### src/rtl/frame_seq_pkg.sv
// -----------------------------------------------------------------------------
// frame_seq_pkg
// Shared definitions for the per-frame update sequencer of the pong display:
// sequencer state encoding, VGA 640x480@60 Hz line constants, default
// sequencing parameters and a small width helper.
// -----------------------------------------------------------------------------
package frame_seq_pkg;

    // Sequencer states
    typedef enum logic [1:0] {
        ST_IDLE   = 2'd0,
        ST_START  = 2'd1,
        ST_WAIT   = 2'd2,
        ST_COMMIT = 2'd3
    } seq_state_t;

    // VGA vertical timing (lines)
    localparam int LINE_W          = 10;
    localparam int VGA_VBLANK_LINE = 480;
    localparam int VGA_ACTIVE_LINE = 0;
    localparam int VGA_TOTAL_LINES = 525;

    // Sequencing defaults
    localparam int DEF_NUM_STAGES     = 4;
    localparam int DEF_TIMEOUT_CYCLES = 4096;

    // Bits needed to index n items; never less than one bit
    function automatic int idx_width(input int n);
        if (n > 1) begin
            return $clog2(n);
        end else begin
            return 1;
        end
    endfunction

endpackage : frame_seq_pkg

### src/rtl/line_event_detect.sv
// -----------------------------------------------------------------------------
// line_event_detect
// Registers the timing generator's line counter and flags the first cycle on
// which it reaches the blanking-start and active-start lines.
//
// Ports:
//   clock       in   pixel clock
//   reset       in   asynchronous, active-high reset
//   y           in   current line number
//   vblank_evt  out  y has just become VBLANK_LINE
//   active_evt  out  y has just become ACTIVE_LINE
// -----------------------------------------------------------------------------
module line_event_detect
    import frame_seq_pkg::*;
#(
    parameter int VBLANK_LINE = VGA_VBLANK_LINE,
    parameter int ACTIVE_LINE = VGA_ACTIVE_LINE
) (
    input  logic              clock,
    input  logic              reset,
    input  logic [LINE_W-1:0] y,
    output logic              vblank_evt,
    output logic              active_evt
);

    logic [LINE_W-1:0] y_d_r;

    // Previous-cycle line value; resets to 0 so that y==0 right after reset
    // is not mistaken for the start of active video.
    always_ff @(posedge clock or posedge reset) begin
        if (reset) begin
            y_d_r <= {LINE_W{1'b0}};
        end else begin
            y_d_r <= y;
        end
    end

    assign vblank_evt = (y == LINE_W'(VBLANK_LINE)) && (y_d_r != LINE_W'(VBLANK_LINE));
    assign active_evt = (y == LINE_W'(ACTIVE_LINE)) && (y_d_r != LINE_W'(ACTIVE_LINE));

endmodule : line_event_detect

### src/rtl/frame_update_sequencer.sv
// -----------------------------------------------------------------------------
// frame_update_sequencer
// On entry to vertical blanking, runs the game-logic update engines one at a
// time (start pulse, wait for done), then issues a single commit pulse so the
// render logic latches new object positions only during blanking. Active video
// starting mid-sequence aborts it (overrun); a stage that never answers aborts
// it after TIMEOUT_CYCLES (timeout).
//
// Ports:
//   clock         in   25 MHz pixel clock
//   reset         in   asynchronous, active-high reset
//   y             in   current line from timing generator
//   enable        in   arms sequencing for new frames
//   clear_status  in   clears sticky overrun/timeout flags
//   stage_done    in   per-stage done, only the active stage's bit is used
//   stage_start   out  one-hot, one-cycle start pulse to a stage
//   commit        out  one-cycle pulse after all stages finished
//   busy          out  sequencer is not idle
//   overrun       out  sticky: active video began before the sequence ended
//   timeout       out  sticky: a stage exceeded TIMEOUT_CYCLES
//   frame_count   out  committed frames, wraps 65535 -> 0
// -----------------------------------------------------------------------------
module frame_update_sequencer
    import frame_seq_pkg::*;
#(
    parameter int NUM_STAGES     = DEF_NUM_STAGES,
    parameter int VBLANK_LINE    = VGA_VBLANK_LINE,
    parameter int ACTIVE_LINE    = VGA_ACTIVE_LINE,
    parameter int TIMEOUT_CYCLES = DEF_TIMEOUT_CYCLES
) (
    input  logic                  clock,
    input  logic                  reset,
    input  logic [LINE_W-1:0]     y,
    input  logic                  enable,
    input  logic                  clear_status,
    input  logic [NUM_STAGES-1:0] stage_done,
    output logic [NUM_STAGES-1:0] stage_start,
    output logic                  commit,
    output logic                  busy,
    output logic                  overrun,
    output logic                  timeout,
    output logic [15:0]           frame_count
);

    localparam int IDX_W = idx_width(NUM_STAGES);
    localparam int CNT_W = idx_width(TIMEOUT_CYCLES);

    localparam logic [IDX_W-1:0] LAST_IDX  = IDX_W'(NUM_STAGES - 1);
    localparam logic [CNT_W-1:0] LAST_WAIT = CNT_W'(TIMEOUT_CYCLES - 1);

    logic vblank_evt_s;
    logic active_evt_s;

    seq_state_t            state_r, state_n;
    logic [IDX_W-1:0]      idx_r, idx_n;
    logic [CNT_W-1:0]      cnt_r, cnt_n;
    logic                  overrun_r, overrun_n;
    logic                  timeout_r, timeout_n;
    logic [NUM_STAGES-1:0] stage_start_r, stage_start_n;
    logic                  commit_r;
    logic                  busy_r;
    logic [15:0]           frame_count_r;
    logic                  set_overrun_s;
    logic                  set_timeout_s;

    line_event_detect #(
        .VBLANK_LINE (VBLANK_LINE),
        .ACTIVE_LINE (ACTIVE_LINE)
    ) u_line_event_detect (
        .clock      (clock),
        .reset      (reset),
        .y          (y),
        .vblank_evt (vblank_evt_s),
        .active_evt (active_evt_s)
    );

    // Next-state, stage index, wait counter and sticky flag logic
    always_comb begin
        state_n       = state_r;
        idx_n         = idx_r;
        cnt_n         = cnt_r;
        set_overrun_s = 1'b0;
        set_timeout_s = 1'b0;

        case (state_r)
            ST_IDLE: begin
                if (vblank_evt_s && enable) begin
                    state_n = ST_START;
                    idx_n   = {IDX_W{1'b0}};
                end else begin
                    state_n = ST_IDLE;
                end
            end
            ST_START: begin
                state_n = ST_WAIT;
                cnt_n   = {CNT_W{1'b0}};
            end
            ST_WAIT: begin
                // done is checked before the timeout so a late-but-valid done wins
                if (stage_done[idx_r]) begin
                    if (idx_r == LAST_IDX) begin
                        state_n = ST_COMMIT;
                    end else begin
                        state_n = ST_START;
                        idx_n   = idx_r + IDX_W'(1);
                    end
                end else if (cnt_r == LAST_WAIT) begin
                    state_n       = ST_IDLE;
                    set_timeout_s = 1'b1;
                end else begin
                    cnt_n = cnt_r + CNT_W'(1);
                end
            end
            ST_COMMIT: begin
                state_n = ST_IDLE;
            end
            default: begin
                state_n = ST_IDLE;
            end
        endcase

        // Active video starting overrides every other transition
        if ((state_r != ST_IDLE) && active_evt_s) begin
            state_n       = ST_IDLE;
            set_overrun_s = 1'b1;
            set_timeout_s = 1'b0;
        end else begin
            set_overrun_s = 1'b0;
        end

        // A flag being set in the same cycle as clear_status stays set
        if (set_overrun_s) begin
            overrun_n = 1'b1;
        end else if (clear_status) begin
            overrun_n = 1'b0;
        end else begin
            overrun_n = overrun_r;
        end

        if (set_timeout_s) begin
            timeout_n = 1'b1;
        end else if (clear_status) begin
            timeout_n = 1'b0;
        end else begin
            timeout_n = timeout_r;
        end

        stage_start_n = {NUM_STAGES{1'b0}};
        if (state_n == ST_START) begin
            stage_start_n[idx_n] = 1'b1;
        end else begin
            stage_start_n = {NUM_STAGES{1'b0}};
        end
    end

    // State, counters, sticky flags and registered output decode
    always_ff @(posedge clock or posedge reset) begin
        if (reset) begin
            state_r       <= ST_IDLE;
            idx_r         <= {IDX_W{1'b0}};
            cnt_r         <= {CNT_W{1'b0}};
            overrun_r     <= 1'b0;
            timeout_r     <= 1'b0;
            stage_start_r <= {NUM_STAGES{1'b0}};
            commit_r      <= 1'b0;
            busy_r        <= 1'b0;
        end else begin
            state_r       <= state_n;
            idx_r         <= idx_n;
            cnt_r         <= cnt_n;
            overrun_r     <= overrun_n;
            timeout_r     <= timeout_n;
            stage_start_r <= stage_start_n;
            commit_r      <= (state_n == ST_COMMIT);
            busy_r        <= (state_n != ST_IDLE);
        end
    end

    // Committed-frame counter; increments as COMMIT is entered so the new
    // count is visible alongside the commit pulse
    always_ff @(posedge clock or posedge reset) begin
        if (reset) begin
            frame_count_r <= 16'd0;
        end else if (state_n == ST_COMMIT) begin
            frame_count_r <= frame_count_r + 16'd1;
        end
    end

    assign stage_start = stage_start_r;
    assign commit      = commit_r;
    assign busy        = busy_r;
    assign overrun     = overrun_r;
    assign timeout     = timeout_r;
    assign frame_count = frame_count_r;

endmodule : frame_update_sequencer
### config.mk
export PLATFORM = sky130hd
export DESIGN_NAME = frame_update_sequencer
export DESIGN_NICKNAME = d
export VERILOG_FILES = /design/src/rtl/frame_seq_pkg.sv /design/src/rtl/line_event_detect.sv /design/src/rtl/frame_update_sequencer.sv
export SDC_FILE = /design/constraint.sdc
export NUM_CORES = 1
export LEC_CHECK = 0
export CORE_AREA = 2 2 66 68
export DETAILED_ROUTE_END_ITERATION = 16
export DIE_AREA = 0 0 68 70
export GPL_TIMING_DRIVEN = 0
export PLACE_DENSITY = 0.83
export SYNTH_ARGS = -nofsm -noshare
export SYNTH_HDL_FRONTEND = slang
export SYNTH_SLANG_ARGS = --single-unit
### constraint.sdc
create_clock -name clock -period 3.4 [get_ports clock]
set_input_delay 0.51 -clock clock [delete_from_list [all_inputs] [get_ports clock]]
set_output_delay 0.51 -clock clock [all_outputs]
set_load 0.005 [all_outputs]
==> out/metrics.csv <==
stage,metric,value,unit
logic_synthesis,top_reg_cell synth,dfrtp_1,
critical_path,CP Class,in2reg,
layout,P&R area growth vs syn,26.6,%
critical_path,Critical Path Start Type,input pin,
placed_design,IO Port Bufs,41,
critical_path,WP buf/inv,2,
logic_synthesis,"Warnings, synthesis",0,
sta,clock skew,12.4,ps
job,MaxCap Viol Count,0,
die,Core ar.,4140,µm²
cts,CTS tree,done,
power_and_ir_drop,Comb pwr share,0.089,
logic_synthesis,post-synthesis cell type count,39,
logic_synthesis,"EDFF count, synth",0,
logic_synthesis,cells taking the most area after synthesis,"dfrtp_1 (57%), xnor2_1 (5.6%), xor2_1 (4.0%)",
sta,"Period Utilization, post-route",0.760,
logic_synthesis,asr flop ratio synth,1.00,
die,Ports,42,
sta,setup_tns,0,ps
global_routing,Global Route Usage Sum,0.198,
critical_path,crit-path leading delay family,simple AND/OR/NAND/NOR gates,
global_routing,antenna violations before repair,0,
cts,CTS Buf Count,5,
hold_path,Worst Hold Class,in2async,
layout,proportion of layout cells with a drive suffix above 1,0.0763,
cts,# hold bufs at CTS,0,
sta,Final setup viols,0,
critical_path,worst reg2reg setup slack,930,ps
global_routing,pin count of the biggest net entering global routing,40,
cts,"Reg clk slew, reported paths",90,ps
detailed_routing,Detailed Route WL,4230,µm
logic_synthesis,post-synthesis register bit count,50,
global_routing,first-pass GRT wire length,7160,µm
power_and_ir_drop,Leakage,1.19,nW
critical_path,Arrival @ worst endpoint,2820,ps
logic_synthesis,Yosys top cell by area,dfrtp_1,
die,FP Rows,24,
sta,worst-margin pin slew,557,ps
placed_design,Placed Cells incl. Taps,294,
power_and_ir_drop,sequential share of power,0.596,
cts,Max Root-Sink Buffers,2,
die,die area,4760,µm²
detailed_routing,Starting DRT DRC Count,161,
global_routing,vias in the first global route,1624,
sta,fmax,0.387,GHz
detailed_routing,1st-pass router iterations,4,
cts,Clock Sinks,50,
cts,H-tree lvl count,2,
logic_synthesis,"Seq/Total Area, Yosys",0.574,
detailed_routing,via count of the routed design,1637,
layout,ant diodes,0,
critical_path,crit-path cells,clkdlybuf4s50_1 -> mux4_2 -> nor3b_2 -> a21boi_2 -> or3_4 -> buf_6 -> nor3_1 -> xor2_1,
layout,most frequent cells in the layout,"dfrtp_1 (50), clkdlybuf4s50_1 (41), nand2_1 (21)",
die,initial core utilization,0.526,
layout,layout net count,269,
logic_synthesis,cell count after synthesis,200,
sta,relative slew slack,0.623,
logic_synthesis,Mapped Area,2180,µm²
global_routing,global route overflow,0,
logic_synthesis,top cell type's share of synthesized area,0.574,
power_and_ir_drop,VDD IR-drop max,0.219,mV
layout,Layout Cells excl Fill,301,
logic_synthesis,syn nets,220,
power_and_ir_drop,Pint,799,µW
critical_path,worst endpoint required time,3640,ps
cts,root buffer cell,clkbuf_8,
placed_design,Routability Congestion,0.793,
die,die width,68,µm
power_and_ir_drop,Sw Share,0.244,
sta,total count of max-transition violations in the final report,0,
die,Die Height,70,µm
cts,Post-CTS Resized,0,
detailed_routing,wire per inst,14.0,µm
status,outcome,finished clean,
critical_path,worst-path fanout max,10,
logic_synthesis,Mean Syn Cell Area,10.9,µm²
layout,"commonest non-fill, non-tap cell in the layout",dfrtp_1,
detailed_routing,Residual DRC,0,
critical_path,max incr delay on CP,530,ps
sta,Final Hold Viols,0,
detailed_routing,vias per inst,5.44,
placed_design,HPWL after DPL,3060,µm
power_and_ir_drop,pwr dens,383,nW/µm²
power_and_ir_drop,switching pwr,258,µW
layout,fillers,336,
critical_path,slowest CP cell,mux4_2,
critical_path,Worst setup EP type,flop,
cts,clk_lat worst skew,310,ps
sta,fin crit period,2590,ps
detailed_routing,remaining antenna violation count,0,
power_and_ir_drop,Clk network pwr share,0.314,
sta,unrepaired setup endpoints after global routing,no,
cts,Post-CTS Setup Bufs,0,
[flip-flops by register name, indices dropped and copies added (netlist names)]
name	flops
timeout	1
u_line_event_detect.y_d_r	10
cnt_r	12
idx_r	2
commit	1
overrun	1
busy	1
stage_start	4
frame_count	16
state_r	2
[cells by family (layout without fill, tap and decap cells)]
logic type,Yosys count,after routing,share of synthesized area
DFF,50,50,0.574
xor gates and xnor gates,24,24,0.0965
muxes,1,1,0.0103
and+or+nand+nor,95,95,0.231
buffers and inverters,10,59,0.0207
AOI/OAI and AO/OA,18,18,0.0551
adders and majority gates,2,2,0.0115
[worst paths after layout]
check                                 from              end  cells after the start
setup / recovery             stage_done[1]  frame_count[15]                      8
hold / removal                       reset         cnt_r[2]                      2
setup reg to reg                  cnt_r[0]        cnt_r[11]                      8
hold reg to reg            frame_count[15]  frame_count[15]                      1
max in group asynchronous            reset   frame_count[8]                      3
min in group clock         frame_count[15]  frame_count[15]                      1
[through the flow]
stage	cell area, µm²	util	hold slack (ps)	total power [mW]	setup WS [ps]
3_5_place_dp	2670	0.645	461	0.736	488
4_1_cts	2760	0.665	459	1.07	801
6_report	2760	0.665	454	1.06	815
2_1_floorplan	2180	-	465	0.690	1120
3_3_place_gp	2650	0.640	460	0.729	541
5_1_grt	2760	0.665	476	1.10	682
[power groups by stage]
stage	Combinational, mW	Clock, mW	Sequential [mW]
after global placement	0.0891	0	0.640
after detailed placement	0.0953	0	0.641
after floorplan	0.0528	0	0.637
after global routing	0.105	0.364	0.634
after CTS	0.0959	0.340	0.629
final	0.0945	0.332	0.630
[cells in the mapped netlist, types with 3 or more instances]
cell and count:
o21ai_0 7, inv_1 7, xor2_1 10, nand3_1 10, a21oi_1 3, nor3_1 11
nand2_1 21, nor2b_1 3, dfrtp_1 50, nor4_1 6, xnor2_1 14, nand4_1 5
nor2_1 20
[layout make-up]
| type | instances | area (µm²) | share of cell area |
|---|---|---|---|
| buffer | 3 | 18.8 | 0.00681 |
| clock buffer | 5 | 68.8 | 0.0250 |
| clock inverter | 2 | 15.0 | 0.00544 |
| inverter | 7 | 26.3 | 0.00953 |
| multi-input combinational | 140 | 882 | 0.320 |
| sequential | 50 | 1250 | 0.454 |
| tap | 52 | 65.1 | 0.0236 |
| timing repair buffer | 42 | 430 | 0.156 |
[routing by layer]
metal	vias up	share of wire	global-route usage
li1	795	-	-
met1	790	0.44	0.261
met2	45	0.49	0.321
met3	7	0.053	0.0386
met4	0	0.014	0.0667
met5	-	0	0
(Power assumes the default switching activity.)
